**config.mk**
```make
export PLATFORM = sky130hd
export DESIGN_NAME = err_campaign_ctrl_flat
export DESIGN_NICKNAME = d
export VERILOG_FILES = /design/src/rtl/err_inj_pkg.sv /design/src/rtl/err_campaign_ctrl_if.sv /design/src/rtl/err_pri_enc.sv /design/src/rtl/err_campaign_ctrl.sv /design/src/flat_wrapper.sv
export SDC_FILE = /design/constraint.sdc
export NUM_CORES = 1
export LEC_CHECK = 0
export ABC_AREA = 1
export BUFFER_PORTS_ARGS = -buffer_cell sky130_fd_sc_hd__buf_2
export CORE_ASPECT_RATIO = 0.75
export CORE_MARGIN = 2
export CORE_UTILIZATION = 30
export CTS_CLUSTER_DIAMETER = 120
export DETAILED_ROUTE_END_ITERATION = 7
export PLACE_DENSITY_LB_ADDON = 0.15
export SYNTH_ARGS = -nofsm -noshare
export SYNTH_HDL_FRONTEND = slang
export SYNTH_SLANG_ARGS = --single-unit
```
**constraint.sdc**
```tcl
create_clock -name clk -period 3.54 [get_ports clk]
set_clock_uncertainty 0.1 [all_clocks]
set_input_delay 0.177 -clock clk [delete_from_list [all_inputs] [get_ports clk]]
set_output_delay 0.177 -clock clk [all_outputs]
set_load 0.005 [all_outputs]
```
**src/rtl/err_inj_pkg.sv**
```systemverilog
// rtl/err_inj_pkg.sv - shared types and defaults for the error-injection campaign controller
package err_inj_pkg;

    localparam int NCH_DEF = 64;
    localparam int CW_DEF  = 16;

    typedef logic [CW_DEF-1:0] phase_cnt_t;

    typedef enum logic [2:0] {
        ST_IDLE,
        ST_DELAY,
        ST_INJECT,
        ST_SETTLE,
        ST_SELECT,
        ST_DUMP,
        ST_FIN
    } state_e;

    // Next timed phase after cur, skipping any phase whose count is zero.
    function automatic state_e phase_after(state_e cur, logic dly_nz, logic dur_nz, logic stl_nz);
        state_e nxt;
        nxt = ST_SELECT;
        case (cur)
            ST_IDLE:   nxt = dly_nz ? ST_DELAY : (dur_nz ? ST_INJECT : (stl_nz ? ST_SETTLE : ST_SELECT));
            ST_DELAY:  nxt = dur_nz ? ST_INJECT : (stl_nz ? ST_SETTLE : ST_SELECT);
            ST_INJECT: nxt = stl_nz ? ST_SETTLE : ST_SELECT;
            default:   nxt = ST_SELECT;
        endcase
        return nxt;
    endfunction

endpackage

```
**src/rtl/err_campaign_ctrl_if.sv**
```systemverilog
// rtl/err_campaign_ctrl_if.sv - scan-chain dump bus between the controller and the chains
interface err_campaign_ctrl_if #(
    parameter int NCH = 64
);
    localparam int IW = $clog2(NCH);

    logic [NCH-1:0] dump_en;
    logic [NCH-1:0] ch_out;
    logic [NCH-1:0] ch_out_vld;
    logic [NCH-1:0] ch_out_done;
    logic           dump_bit;
    logic [IW-1:0]  dump_ch;
    logic           dump_vld;

    modport master (
        output dump_en, dump_bit, dump_ch, dump_vld,
        input  ch_out, ch_out_vld, ch_out_done
    );

    modport slave (
        input  dump_en, dump_bit, dump_ch, dump_vld,
        output ch_out, ch_out_vld, ch_out_done
    );

endinterface

```
**src/rtl/err_pri_enc.sv**
```systemverilog
// rtl/err_pri_enc.sv - combinational lowest-set-bit finder
module err_pri_enc #(
    parameter int N = 64,
    localparam int IW = $clog2(N)
) (
    input  logic [N-1:0]  in_vec,
    output logic [IW-1:0] idx,
    output logic          any
);

    // Scan from the top so the last hit written is the lowest set bit.
    always_comb begin
        idx = '0;
        any = 1'b0;
        for (int i = N - 1; i >= 0; i--) begin
            if (in_vec[i]) begin
                idx = IW'(i);
                any = 1'b1;
            end
        end
    end

endmodule

```
**src/rtl/err_campaign_ctrl.sv**
```systemverilog
// rtl/err_campaign_ctrl.sv - sequences delay/inject/settle phases then dumps selected scan chains
module err_campaign_ctrl
    import err_inj_pkg::*;
#(
    parameter int NCH = NCH_DEF,
    parameter int CW  = CW_DEF,
    localparam int IW = $clog2(NCH)
) (
    input  logic                clk,
    input  logic                rst_n,
    input  logic                start,
    input  logic                abort,
    input  logic [1:0]          cfg_mode,
    input  logic [CW-1:0]       cfg_delay,
    input  logic [CW-1:0]       cfg_dur,
    input  logic [CW-1:0]       cfg_settle,
    input  logic [NCH-1:0]      cfg_mask,
    output logic                err_en,
    output logic [1:0]          err_ctrl,
    output logic                c_en,
    output logic                busy,
    output logic                done,
    err_campaign_ctrl_if.master dbus
);

    state_e          state_q, state_d;
    logic [CW-1:0]   cnt_q, cnt_d;
    logic [1:0]      mode_q, mode_d;
    logic [CW-1:0]   dly_q, dly_d;
    logic [CW-1:0]   dur_q, dur_d;
    logic [CW-1:0]   stl_q, stl_d;
    logic [NCH-1:0]  mask_q, mask_d;
    logic [IW-1:0]   idx_q, idx_d;
    logic            dvld_q, dvld_d;
    logic            dbit_q, dbit_d;
    logic [IW-1:0]   dch_q, dch_d;

    logic [CW-1:0]   src_dly, src_dur, src_stl, ph_load;
    state_e          ph_next;
    logic [IW-1:0]   enc_idx;
    logic            enc_any;

    err_pri_enc #(.N(NCH)) u_pri_enc (
        .in_vec (mask_q),
        .idx    (enc_idx),
        .any    (enc_any)
    );

    // A phase is entered with count-1 so it lasts exactly count cycles.
    function automatic logic [CW-1:0] load_for(state_e s, logic [CW-1:0] ld, logic [CW-1:0] lu,
                                               logic [CW-1:0] ls);
        case (s)
            ST_DELAY:  return ld - CW'(1);
            ST_INJECT: return lu - CW'(1);
            ST_SETTLE: return ls - CW'(1);
            default:   return '0;
        endcase
    endfunction

    always_comb begin
        state_d = state_q;
        cnt_d   = cnt_q;
        mode_d  = mode_q;
        dly_d   = dly_q;
        dur_d   = dur_q;
        stl_d   = stl_q;
        mask_d  = mask_q;
        idx_d   = idx_q;
        dvld_d  = 1'b0;
        dbit_d  = 1'b0;
        dch_d   = '0;
        src_dly = dly_q;
        src_dur = dur_q;
        src_stl = stl_q;
        if (state_q == ST_IDLE) begin
            src_dly = cfg_delay;
            src_dur = cfg_dur;
            src_stl = cfg_settle;
        end
        ph_next = phase_after(state_q, |src_dly, |src_dur, |src_stl);
        ph_load = load_for(ph_next, src_dly, src_dur, src_stl);

        if (abort && (state_q != ST_IDLE)) begin
            state_d = ST_IDLE;
        end else begin
            case (state_q)
                ST_IDLE: begin
                    if (start) begin
                        mode_d  = cfg_mode;
                        dly_d   = cfg_delay;
                        dur_d   = cfg_dur;
                        stl_d   = cfg_settle;
                        mask_d  = cfg_mask;
                        state_d = ph_next;
                        cnt_d   = ph_load;
                    end
                end
                ST_DELAY, ST_INJECT, ST_SETTLE: begin
                    if (cnt_q == '0) begin
                        state_d = ph_next;
                        cnt_d   = ph_load;
                    end else begin
                        cnt_d = cnt_q - CW'(1);
                    end
                end
                ST_SELECT: begin
                    if (enc_any) begin
                        idx_d   = enc_idx;
                        state_d = ST_DUMP;
                    end else begin
                        state_d = ST_FIN;
                    end
                end
                ST_DUMP: begin
                    // A bit arriving with done is still emitted before leaving.
                    if (dbus.ch_out_vld[idx_q]) begin
                        dvld_d = 1'b1;
                        dbit_d = dbus.ch_out[idx_q];
                        dch_d  = idx_q;
                    end
                    if (dbus.ch_out_done[idx_q]) begin
                        mask_d[idx_q] = 1'b0;
                        state_d       = ST_SELECT;
                    end
                end
                ST_FIN:  state_d = ST_IDLE;
                default: state_d = ST_IDLE;
            endcase
        end
    end

    always_ff @(posedge clk or negedge rst_n) begin
        if (!rst_n) begin
            state_q <= ST_IDLE;
            cnt_q   <= '0;
            mode_q  <= '0;
            dly_q   <= '0;
            dur_q   <= '0;
            stl_q   <= '0;
            mask_q  <= '0;
            idx_q   <= '0;
            dvld_q  <= 1'b0;
            dbit_q  <= 1'b0;
            dch_q   <= '0;
        end else begin
            state_q <= state_d;
            cnt_q   <= cnt_d;
            mode_q  <= mode_d;
            dly_q   <= dly_d;
            dur_q   <= dur_d;
            stl_q   <= stl_d;
            mask_q  <= mask_d;
            idx_q   <= idx_d;
            dvld_q  <= dvld_d;
            dbit_q  <= dbit_d;
            dch_q   <= dch_d;
        end
    end

    assign busy          = (state_q != ST_IDLE);
    assign done          = (state_q == ST_FIN);
    assign c_en          = (state_q == ST_DELAY) || (state_q == ST_INJECT) || (state_q == ST_SETTLE);
    assign err_en        = (state_q == ST_INJECT);
    assign err_ctrl      = err_en ? mode_q : 2'b00;
    assign dbus.dump_en  = (state_q == ST_DUMP) ? (NCH'(1) << idx_q) : '0;
    assign dbus.dump_vld = dvld_q;
    assign dbus.dump_bit = dbit_q;
    assign dbus.dump_ch  = dch_q;

endmodule

```
**src/flat_wrapper.sv**
```systemverilog
// flat-port wrapper written by rule: the top's interface ports become plain ports
module err_campaign_ctrl_flat import err_inj_pkg::*;
#(
    parameter int NCH = NCH_DEF,
    parameter int CW  = CW_DEF,
    localparam int IW = $clog2(NCH)
)
  (clk, rst_n, start, abort, cfg_mode, cfg_delay, cfg_dur, cfg_settle, cfg_mask, err_en, err_ctrl, c_en, busy, done, dbus_dump_en, dbus_dump_bit, dbus_dump_ch, dbus_dump_vld, dbus_ch_out, dbus_ch_out_vld, dbus_ch_out_done);
  err_campaign_ctrl_if #(.NCH(NCH)) dbus_i ();
  input  logic clk;
  input  logic rst_n;
  input  logic start;
  input  logic abort;
  input  logic [1:0] cfg_mode;
  input  logic [CW-1:0] cfg_delay;
  input  logic [CW-1:0] cfg_dur;
  input  logic [CW-1:0] cfg_settle;
  input  logic [NCH-1:0] cfg_mask;
  output logic err_en;
  output logic [1:0] err_ctrl;
  output logic c_en;
  output logic busy;
  output logic done;
  output wire logic [$bits(dbus_i.dump_en)-1:0] dbus_dump_en;
  output wire logic [$bits(dbus_i.dump_bit)-1:0] dbus_dump_bit;
  output wire logic [$bits(dbus_i.dump_ch)-1:0] dbus_dump_ch;
  output wire logic [$bits(dbus_i.dump_vld)-1:0] dbus_dump_vld;
  input wire logic [$bits(dbus_i.ch_out)-1:0] dbus_ch_out;
  input wire logic [$bits(dbus_i.ch_out_vld)-1:0] dbus_ch_out_vld;
  input wire logic [$bits(dbus_i.ch_out_done)-1:0] dbus_ch_out_done;
  assign dbus_dump_en = dbus_i.dump_en;
  assign dbus_dump_bit = dbus_i.dump_bit;
  assign dbus_dump_ch = dbus_i.dump_ch;
  assign dbus_dump_vld = dbus_i.dump_vld;
  assign dbus_i.ch_out = dbus_ch_out;
  assign dbus_i.ch_out_vld = dbus_ch_out_vld;
  assign dbus_i.ch_out_done = dbus_ch_out_done;
  err_campaign_ctrl #(.NCH(NCH), .CW(CW)) u_core (.clk(clk), .rst_n(rst_n), .start(start), .abort(abort), .cfg_mode(cfg_mode), .cfg_delay(cfg_delay), .cfg_dur(cfg_dur), .cfg_settle(cfg_settle), .cfg_mask(cfg_mask), .err_en(err_en), .err_ctrl(err_ctrl), .c_en(c_en), .busy(busy), .done(done), .dbus(dbus_i));
endmodule
```
==> flow_metrics.py, run 1 <==
metrics = {
    "run_status": {
        "status": "finished, violations left",
        "violations": "setup timing",
    },
    "clocking": {
        "clkSinkCount": 147,
        "clock-root-buffer": "clkbuf_16",
        "cts.htree.levels": 4,
        "cts.path.max_buffers": 2,
        "clk-insertion-delay-late_ns": 0.44,
        "cts_tree": "done",
        "clkTransAtPathRegs_ns": 0.07,
        "cts_buffers": 17,
    },
    "drt": {
        "via_per_inst": 4.97,
        "post-route-drc-count": 0,
        "via_count": 13000,
        "first_iter_violations": 980,
        "ant_nets": 0,
        "routed_wl_um": 46800,
        "routedWlPerCell_um": 17.9,
        "dr.pass1.iters": 5,
    },
    "synthesis": {
        "synth.ff_latch_count": 147,
        "synthesis.nets": 1860,
        "synth_top_area_share_pct": 34.8,
        "synth.area.top_cells": "dfrtp_1 35%, nand2_1 17%, nor2_1 6.1%, o21ai_0 5.3%, inv_1 5.1%",
        "yosys_warnings": 0,
        "synth_top_area_cell": "dfrtp_1",
        "syn_inst": 1547,
        "async_flop_share_pct": 100,
        "synth-main-ff-cell": "dfrtp_1",
        "syn_avg_cell_area_um2": 6.84,
        "synth_cell_types": 52,
        "syn_area_um2": 10600,
        "synth_edf_count": 0,
        "yosysSeqAreaShare_pct": 34.8,
    },
    "sta": {
        "hold_viol": 0,
        "setup_slack_ns": -0.584,
        "rsz0062_at_grt": "true",
        "fin_crit_sh_pct": 117,
        "fin_crit_ns": 4.12,
        "slew_headroom_pct": 57.6,
        "setup_viol": 17,
        "final_max_slew_viol_count": 0,
        "worst_slew_pin_slew_ns": 0.631,
        "max_freq_mhz": 242,
    },
    "run": {
        "maxCapViolCount": 0,
    },
    "place": {
        "hpwl_um": 34200,
        "dp_slack_ns": -0.555,
        "numPortBuffers": 387,
        "place_congestion": 0.865,
        "placed_cell_area_um2": 14100,
    },
    "final_layout": {
        "ff_latch_area_um2": 3680,
        "syn_to_final_growth_pct": 54.7,
        "layout-drive-gt1-share_pct": 36.1,
        "final_cell_mix": "467 x nand2_1, 386 x buf_2, 174 x buf_4",
        "mostFrequentLayoutCell": "nand2_1",
        "n_fill_cell": 3597,
        "fin_util_pct": 47.1,
        "finalNetCount": 2459,
        "multiInputGateArea_um2": 6440,
        "finish.instance_area_um2": 16400,
    },
    "global_route": {
        "grt_pass1_wl_um": 69500,
        "grt_max_degree": 91,
        "grt_overflow_total": 0,
        "antenna_found_initial": 3,
        "grtUsageTotal_pct": 24.5,
        "grt_pass1_vias": 12700,
    },
    "pwr": {
        "leakage_nw": 8.14,
        "p_comb_share_pct": 68.7,
        "p_int_mw": 8.73,
        "ir_drop_mv": 0.507,
        "switching_share_pct": 45.8,
        "p_per_area_nw_per_um2": 984,
        "p_clk_share_pct": 12.0,
        "p_sw_mw": 7.37,
        "pwr-share-seq_pct": 19.3,
        "finalPower_mw": 16.1,
    },
    "critical_path": {
        "end_kind": "flip-flop",
        "start_kind": "flip-flop",
        "required_ns": 3.79,
        "crit_fanout": 7,
        "worstSetupPathType": "reg2reg",
        "critPathArrivalTime_ns": 4.37,
    },
    "die": {
        "start_util_pct": 30.5,
        "die_w_um": 221,
        "core_area_um2": 34700,
        "die_y_um": 167,
        "rows": 59,
        "ios": 388,
        "dieArea_um2": 36800,
    },
    "worst_hold_path": {
        "hold_class": "in2reg",
    },
}
-- Yosys cell counts (all sizes together) (15+ instances only) --
master and number:
nand4 30, buf 24, a21oi 96, a221oi 28, nor3 28, a22oi 19, mux2 33, clkbuf 45
nand3 16, nor2 179, dfrtp 147, a31oi 15, xor2 17, a22o 30, mux2i 26, o21ai 126
nand2 477, inv 154
-- sequential cells by signal (all words and copies together), names as in the netlist --
| register | flops |
|---|---|
| u_core.dbus.dump_bit | 1 |
| u_core.dur_q | 16 |
| u_core.stl_q | 16 |
| u_core.dbus.dump_ch | 6 |
| u_core.dbus.dump_vld | 1 |
| u_core.mode_q | 2 |
| u_core.dly_q | 16 |
| u_core.cnt_q | 16 |
| u_core.mask_q | 64 |
| u_core.idx_q | 6 |
| u_core.state_q | 3 |
-- repair_timing --
action                                 CTS  global route
pin swaps                               26            32
endpoints found under the hold margin  110             0
buffers inserted                        54            14
resized for setup                       82            43
gates cloned                             5             2
hold buffers                            54             0
setup endpoints to repair               25            83
-- power groups by stage --
stage               combinational [mW]  sequential (mW)  clock (mW)
CTS                               10.4             3.09        1.97
finish                            11.1             3.11        1.93
detailed placement                8.85             3.08           0
floorplan                         5.26             2.94           0
global route                      12.0             3.21        2.03
global placement                  8.77             3.08           0
-- worst paths after layout --
path                                                     from                       endpoint  slack (ns)  depth (start not counted)
worst max-delay path            u_core.state_q[0]$_DFFE_PN0P_   u_core.cnt_q[14]$_DFFE_PN0P_       -0.58                         26
worst min-delay path                             cfg_mask[41]  u_core.mask_q[41]$_DFFE_PN0P_       0.005                          5
worst max register to register  u_core.state_q[0]$_DFFE_PN0P_   u_core.cnt_q[14]$_DFFE_PN0P_       -0.58                         26
worst min register to register   u_core.stl_q[11]$_DFFE_PN0P_   u_core.stl_q[11]$_DFFE_PN0P_        0.38                          2
max in group asynchronous                               rst_n   u_core.cnt_q[12]$_DFFE_PN0P_        2.20                          3
min in group asynchronous                               rst_n  u_core.mask_q[36]$_DFFE_PN0P_        0.17                          2
-- critical path, stage by stage (launching register included) --
cell and delay [ns]:
dfrtp_1 0.38, nor2_2 0.14, inv_2 0.06, nor2_4 0.12, buf_8 0.16, buf_12 0.14
mux2i_2 0.24, nand2_1 0.10, nor4_2 0.26, nand2_1 0.15, o21bai_2 0.17, inv_2 0.06
a211oi_4 0.31, inv_4 0.10, nor2_4 0.15, clkinv_4 0.11, buf_12 0.15, nor2_4 0.11
nor2_4 0.05, inv_2 0.06, nand2_2 0.07, nor3_4 0.23, nand4_1 0.13, nor2_2 0.10
xor2_1 0.15, nand2_1 0.08, a31oi_1 0.16
-- stage by stage --
stage | hold slack [ns] | instances | TNS (ns)
after detailed placement | 0.0964 | 2461 | -6.53
after floorplan | -0.219 | 1547 | -0.979
after global routing | 0.0202 | 2619 | -12.46
final | 0.00495 | 2619 | -6.93
after CTS | 0.000706 | 2605 | -5.13
after global placement | 0.0889 | 2461 | -4.41
-- cell families (layout without fill, tap and decap cells) --
kind of cell | count (synthesis) | in the layout | synth area share (%)
simple gates | 749 | 749 | 29.0
mux | 59 | 59 | 5.98
flops | 147 | 147 | 34.8
other cells | 0 | 3 | 0
buf+inv | 232 | 843 | 8.82
xor+xnor | 21 | 21 | 1.74
fa+ha+maj | 3 | 3 | 0.355
compound gates | 336 | 337 | 19.3
-- per-layer routing --
layer  track usage (%)  wire length (µm)  vias to the layer above
met5                 0                 0                        -
met4              5.91               715                        0
li1                  -                 -                     6339
met1              34.7             21800                     6153
met3              3.31              3150                       45
met2              39.3             21200                      482
-- final cells by class --
| type | instances | area share (%) |
|---|---|---|
| well taps | 457 | 3.50 |
| diodes | 3 | 0.0459 |
| inverters | 163 | 3.85 |
| flip-flops and latches | 147 | 22.5 |
| repair buffers | 648 | 27.0 |
| clock inverters | 14 | 1.08 |
| clock buffers | 18 | 2.62 |
| multi-input cells | 1169 | 39.4 |
Power figures use the tool's default switching activity.
==> run 2, diff against run 1 <==
--- a/config.mk
+++ b/config.mk
@@ -12,6 +12,7 @@
 export CORE_UTILIZATION = 30
 export CTS_CLUSTER_DIAMETER = 120
 export DETAILED_ROUTE_END_ITERATION = 7
+export HOLD_SLACK_MARGIN = 0.08
 export PLACE_DENSITY_LB_ADDON = 0.15
 export SYNTH_ARGS = -nofsm -noshare
 export SYNTH_HDL_FRONTEND = slang
==> run 2 against run 1 <==
- the flow still finishes with violations (setup timing)
- worst hold slack better by 0.10 ns
- via count up 1.2%
- combinational power about the same
- count of clock-buffer cells in the layout unchanged
- register-to-register slack about the same
- clock power about the same
- worst setup slack worse by 0.0090 ns
- first-iteration DRC count down 2.8%
- final cell count up 2.2%
- global-route usage up 0.31 points
- largest power group unchanged
- highest routed layer unchanged
==> flow_metrics.py, run 2 (synthesized netlist as in run 1, its figures left out) <==
metrics = {
    "run_status": {
        "status": "finished, violations left",
        "violations": "setup timing",
    },
    "clocking": {
        "cts.path.max_buffers": 2,
        "cts.htree.levels": 4,
        "clkTransAtPathRegs_ns": 0.06,
        "clock-root-buffer": "clkbuf_16",
        "cts_tree": "done",
        "clk-insertion-delay-late_ns": 0.44,
        "cts_buffers": 17,
        "clkSinkCount": 147,
    },
    "final_layout": {
        "syn_to_final_growth_pct": 60.3,
        "fin_util_pct": 48.8,
        "largest-register": "u_core.mask_q",
        "n_fill_cell": 3534,
        "mostFrequentLayoutCell": "nand2_1",
        "layout-drive-gt1-share_pct": 35.2,
        "ff_latch_area_um2": 3680,
        "final_cell_mix": "467 x nand2_1, 386 x buf_2, 174 x buf_4",
        "finalNetCount": 2518,
        "finish.instance_area_um2": 16900,
        "largest_register_ffs": 64,
        "multiInputGateArea_um2": 6440,
    },
    "sta": {
        "rsz0062_at_grt": "true",
        "worst_slew_pin_slew_ns": 0.630,
        "slew_headroom_pct": 57.7,
        "setup_viol": 17,
        "hold_viol": 0,
        "fin_crit_sh_pct": 117,
        "max_freq_mhz": 242,
        "fin_crit_ns": 4.13,
        "final_max_slew_viol_count": 0,
        "setup_slack_ns": -0.593,
    },
    "critical_path": {
        "start_kind": "flip-flop",
        "reg2reg_depth": 26,
        "rrSetupSlack_ns": -0.59,
        "worstSetupPathType": "reg2reg",
        "end_kind": "flip-flop",
        "crit_fanout": 7,
        "r2r-start": "u_core.state_q[0]$_DFFE_PN0P_",
        "critPathArrivalTime_ns": 4.38,
        "required_ns": 3.79,
        "r2r_end": "u_core.cnt_q[14]$_DFFE_PN0P_",
    },
    "global_route": {
        "grt_pass1_wl_um": 70500,
        "grt_max_degree": 91,
        "grt_pass1_vias": 12900,
        "grt_overflow_total": 0,
        "grtUsageTotal_pct": 24.8,
        "antenna_found_initial": 2,
        "use_met3_pct": 3.32,
        "use_met1_pct": 34.9,
        "grt-busiest-layer": "met2",
        "met2_usage_pct": 40.0,
    },
    "pwr": {
        "leakage_nw": 8.39,
        "p_per_area_nw_per_um2": 953,
        "finalPower_mw": 16.2,
        "ir_drop_mv": 0.508,
    },
    "die": {
        "start_util_pct": 30.5,
        "core_area_um2": 34700,
        "die_w_um": 221,
        "die_y_um": 167,
        "rows": 59,
        "ios": 388,
        "dieArea_um2": 36800,
    },
    "worst_hold_path": {
        "min_path_cells": 5,
        "min_to": "u_core.mask_q[8]$_DFFE_PN0P_",
        "min_from": "cfg_mask[8]",
        "hold_class": "in2reg",
    },
    "place": {
        "numPortBuffers": 387,
        "dp_slack_ns": -0.555,
        "hpwl_um": 34200,
        "placed_cell_area_um2": 14100,
        "place_congestion": 0.865,
    },
    "drt": {
        "routedWlPerCell_um": 17.7,
        "post-route-drc-count": 0,
        "routed_wl_um": 47300,
        "via_count": 13200,
        "dr.pass1.iters": 5,
        "via_per_inst": 4.92,
        "ant_nets": 0,
        "first_iter_violations": 953,
    },
    "run": {
        "maxCapViolCount": 0,
    },
}
run 2: cell count changes in the layout (fill, tap and decap cells not counted):
| cell | before | now |
|---|---|---|
| diode_2 | 3 | 2 |
| dlygate4sd3_1 | 54 | 113 |
run 2: critical path: stages, from the launching register on:
cell      delay, ns
dfrtp_1        0.39
nor2_2         0.14
inv_2          0.06
nor2_4         0.12
buf_8          0.16
buf_12         0.14
mux2i_2        0.24
nand2_1        0.10
nor4_2         0.26
nand2_1        0.15
o21bai_2       0.17
inv_2          0.06
a211oi_4       0.31
inv_4          0.10
nor2_4         0.15
clkinv_4       0.11
buf_12         0.15
nor2_4         0.11
nor2_4         0.05
inv_2          0.06
nand2_2        0.07
nor3_4         0.23
nand4_1        0.13
nor2_2         0.10
xor2_1         0.15
nand2_1        0.08
a31oi_1        0.16
run 2: per-stage QoR:
| step | instances | hold WS, ns | TNS (ns) |
|---|---|---|---|
| after floorplan | 1547 | -0.219 | -0.979 |
| after global placement | 2461 | 0.0889 | -4.41 |
| after detailed placement | 2461 | 0.0964 | -6.53 |
| after CTS | 2664 | 0.0868 | -5.13 |
| after global routing | 2677 | 0.105 | -12.35 |
| final | 2677 | 0.106 | -7.03 |
run 2: what timing repair did:
item | in CTS | in global routing
setup endpoints to repair | 25 | 83
setup buffers | 54 | 14
gates cloned | 5 | 2
hold endpoints to repair | 171 | 0
pin swaps | 26 | 32
gates resized for setup | 82 | 43
hold buffers | 113 | 0
run 2: layout make-up:
type,count,share of cell area (%)
Antenna cell,2,0.0295
Clock buffer,18,2.53
Clock inverter,14,1.04
Inverter,163,3.71
Multi-Input combinational cell,1169,38.0
Sequential cell,147,21.7
Tap cell,457,3.37
Timing Repair Buffer,707,29.6
run 2: routing by layer:
| metal | vias to the layer above | part of all wire [%] |
|---|---|---|
| met5 | - | 0 |
| met4 | 0 | 1.6 |
| met3 | 42 | 6.0 |
| met2 | 435 | 45 |
| met1 | 6238 | 47 |
| li1 | 6457 | - |
run 2: worst max-delay path by stage:
stage,start,endpoint,slack (ns),depth (start not counted)
after CTS,u_core.state_q[0]$_DFFE_PN0P_,u_core.cnt_q[15]$_DFFE_PN0P_,-0.44,29
after global placement,u_core.state_q[0]$_DFFE_PN0P_,u_core.cnt_q[12]$_DFFE_PN0P_,-0.44,27
after floorplan,u_core.state_q[0]$_DFFE_PN0P_,u_core.cnt_q[15]$_DFFE_PN0P_,-0.24,27
after detailed placement,u_core.state_q[0]$_DFFE_PN0P_,u_core.cnt_q[15]$_DFFE_PN0P_,-0.56,28
final,u_core.state_q[0]$_DFFE_PN0P_,u_core.cnt_q[14]$_DFFE_PN0P_,-0.59,26
after global routing,u_core.state_q[0]$_DFFE_PN0P_,u_core.cnt_q[15]$_DFFE_PN0P_,-0.91,27
run 2: report_power, final:
group | internal, mW | switching [mW] | total (mW)
Combinational | 5.14 | 5.97 | 11.1
Clock | 1.12 | 0.811 | 1.93
Sequential | 2.51 | 0.597 | 3.11
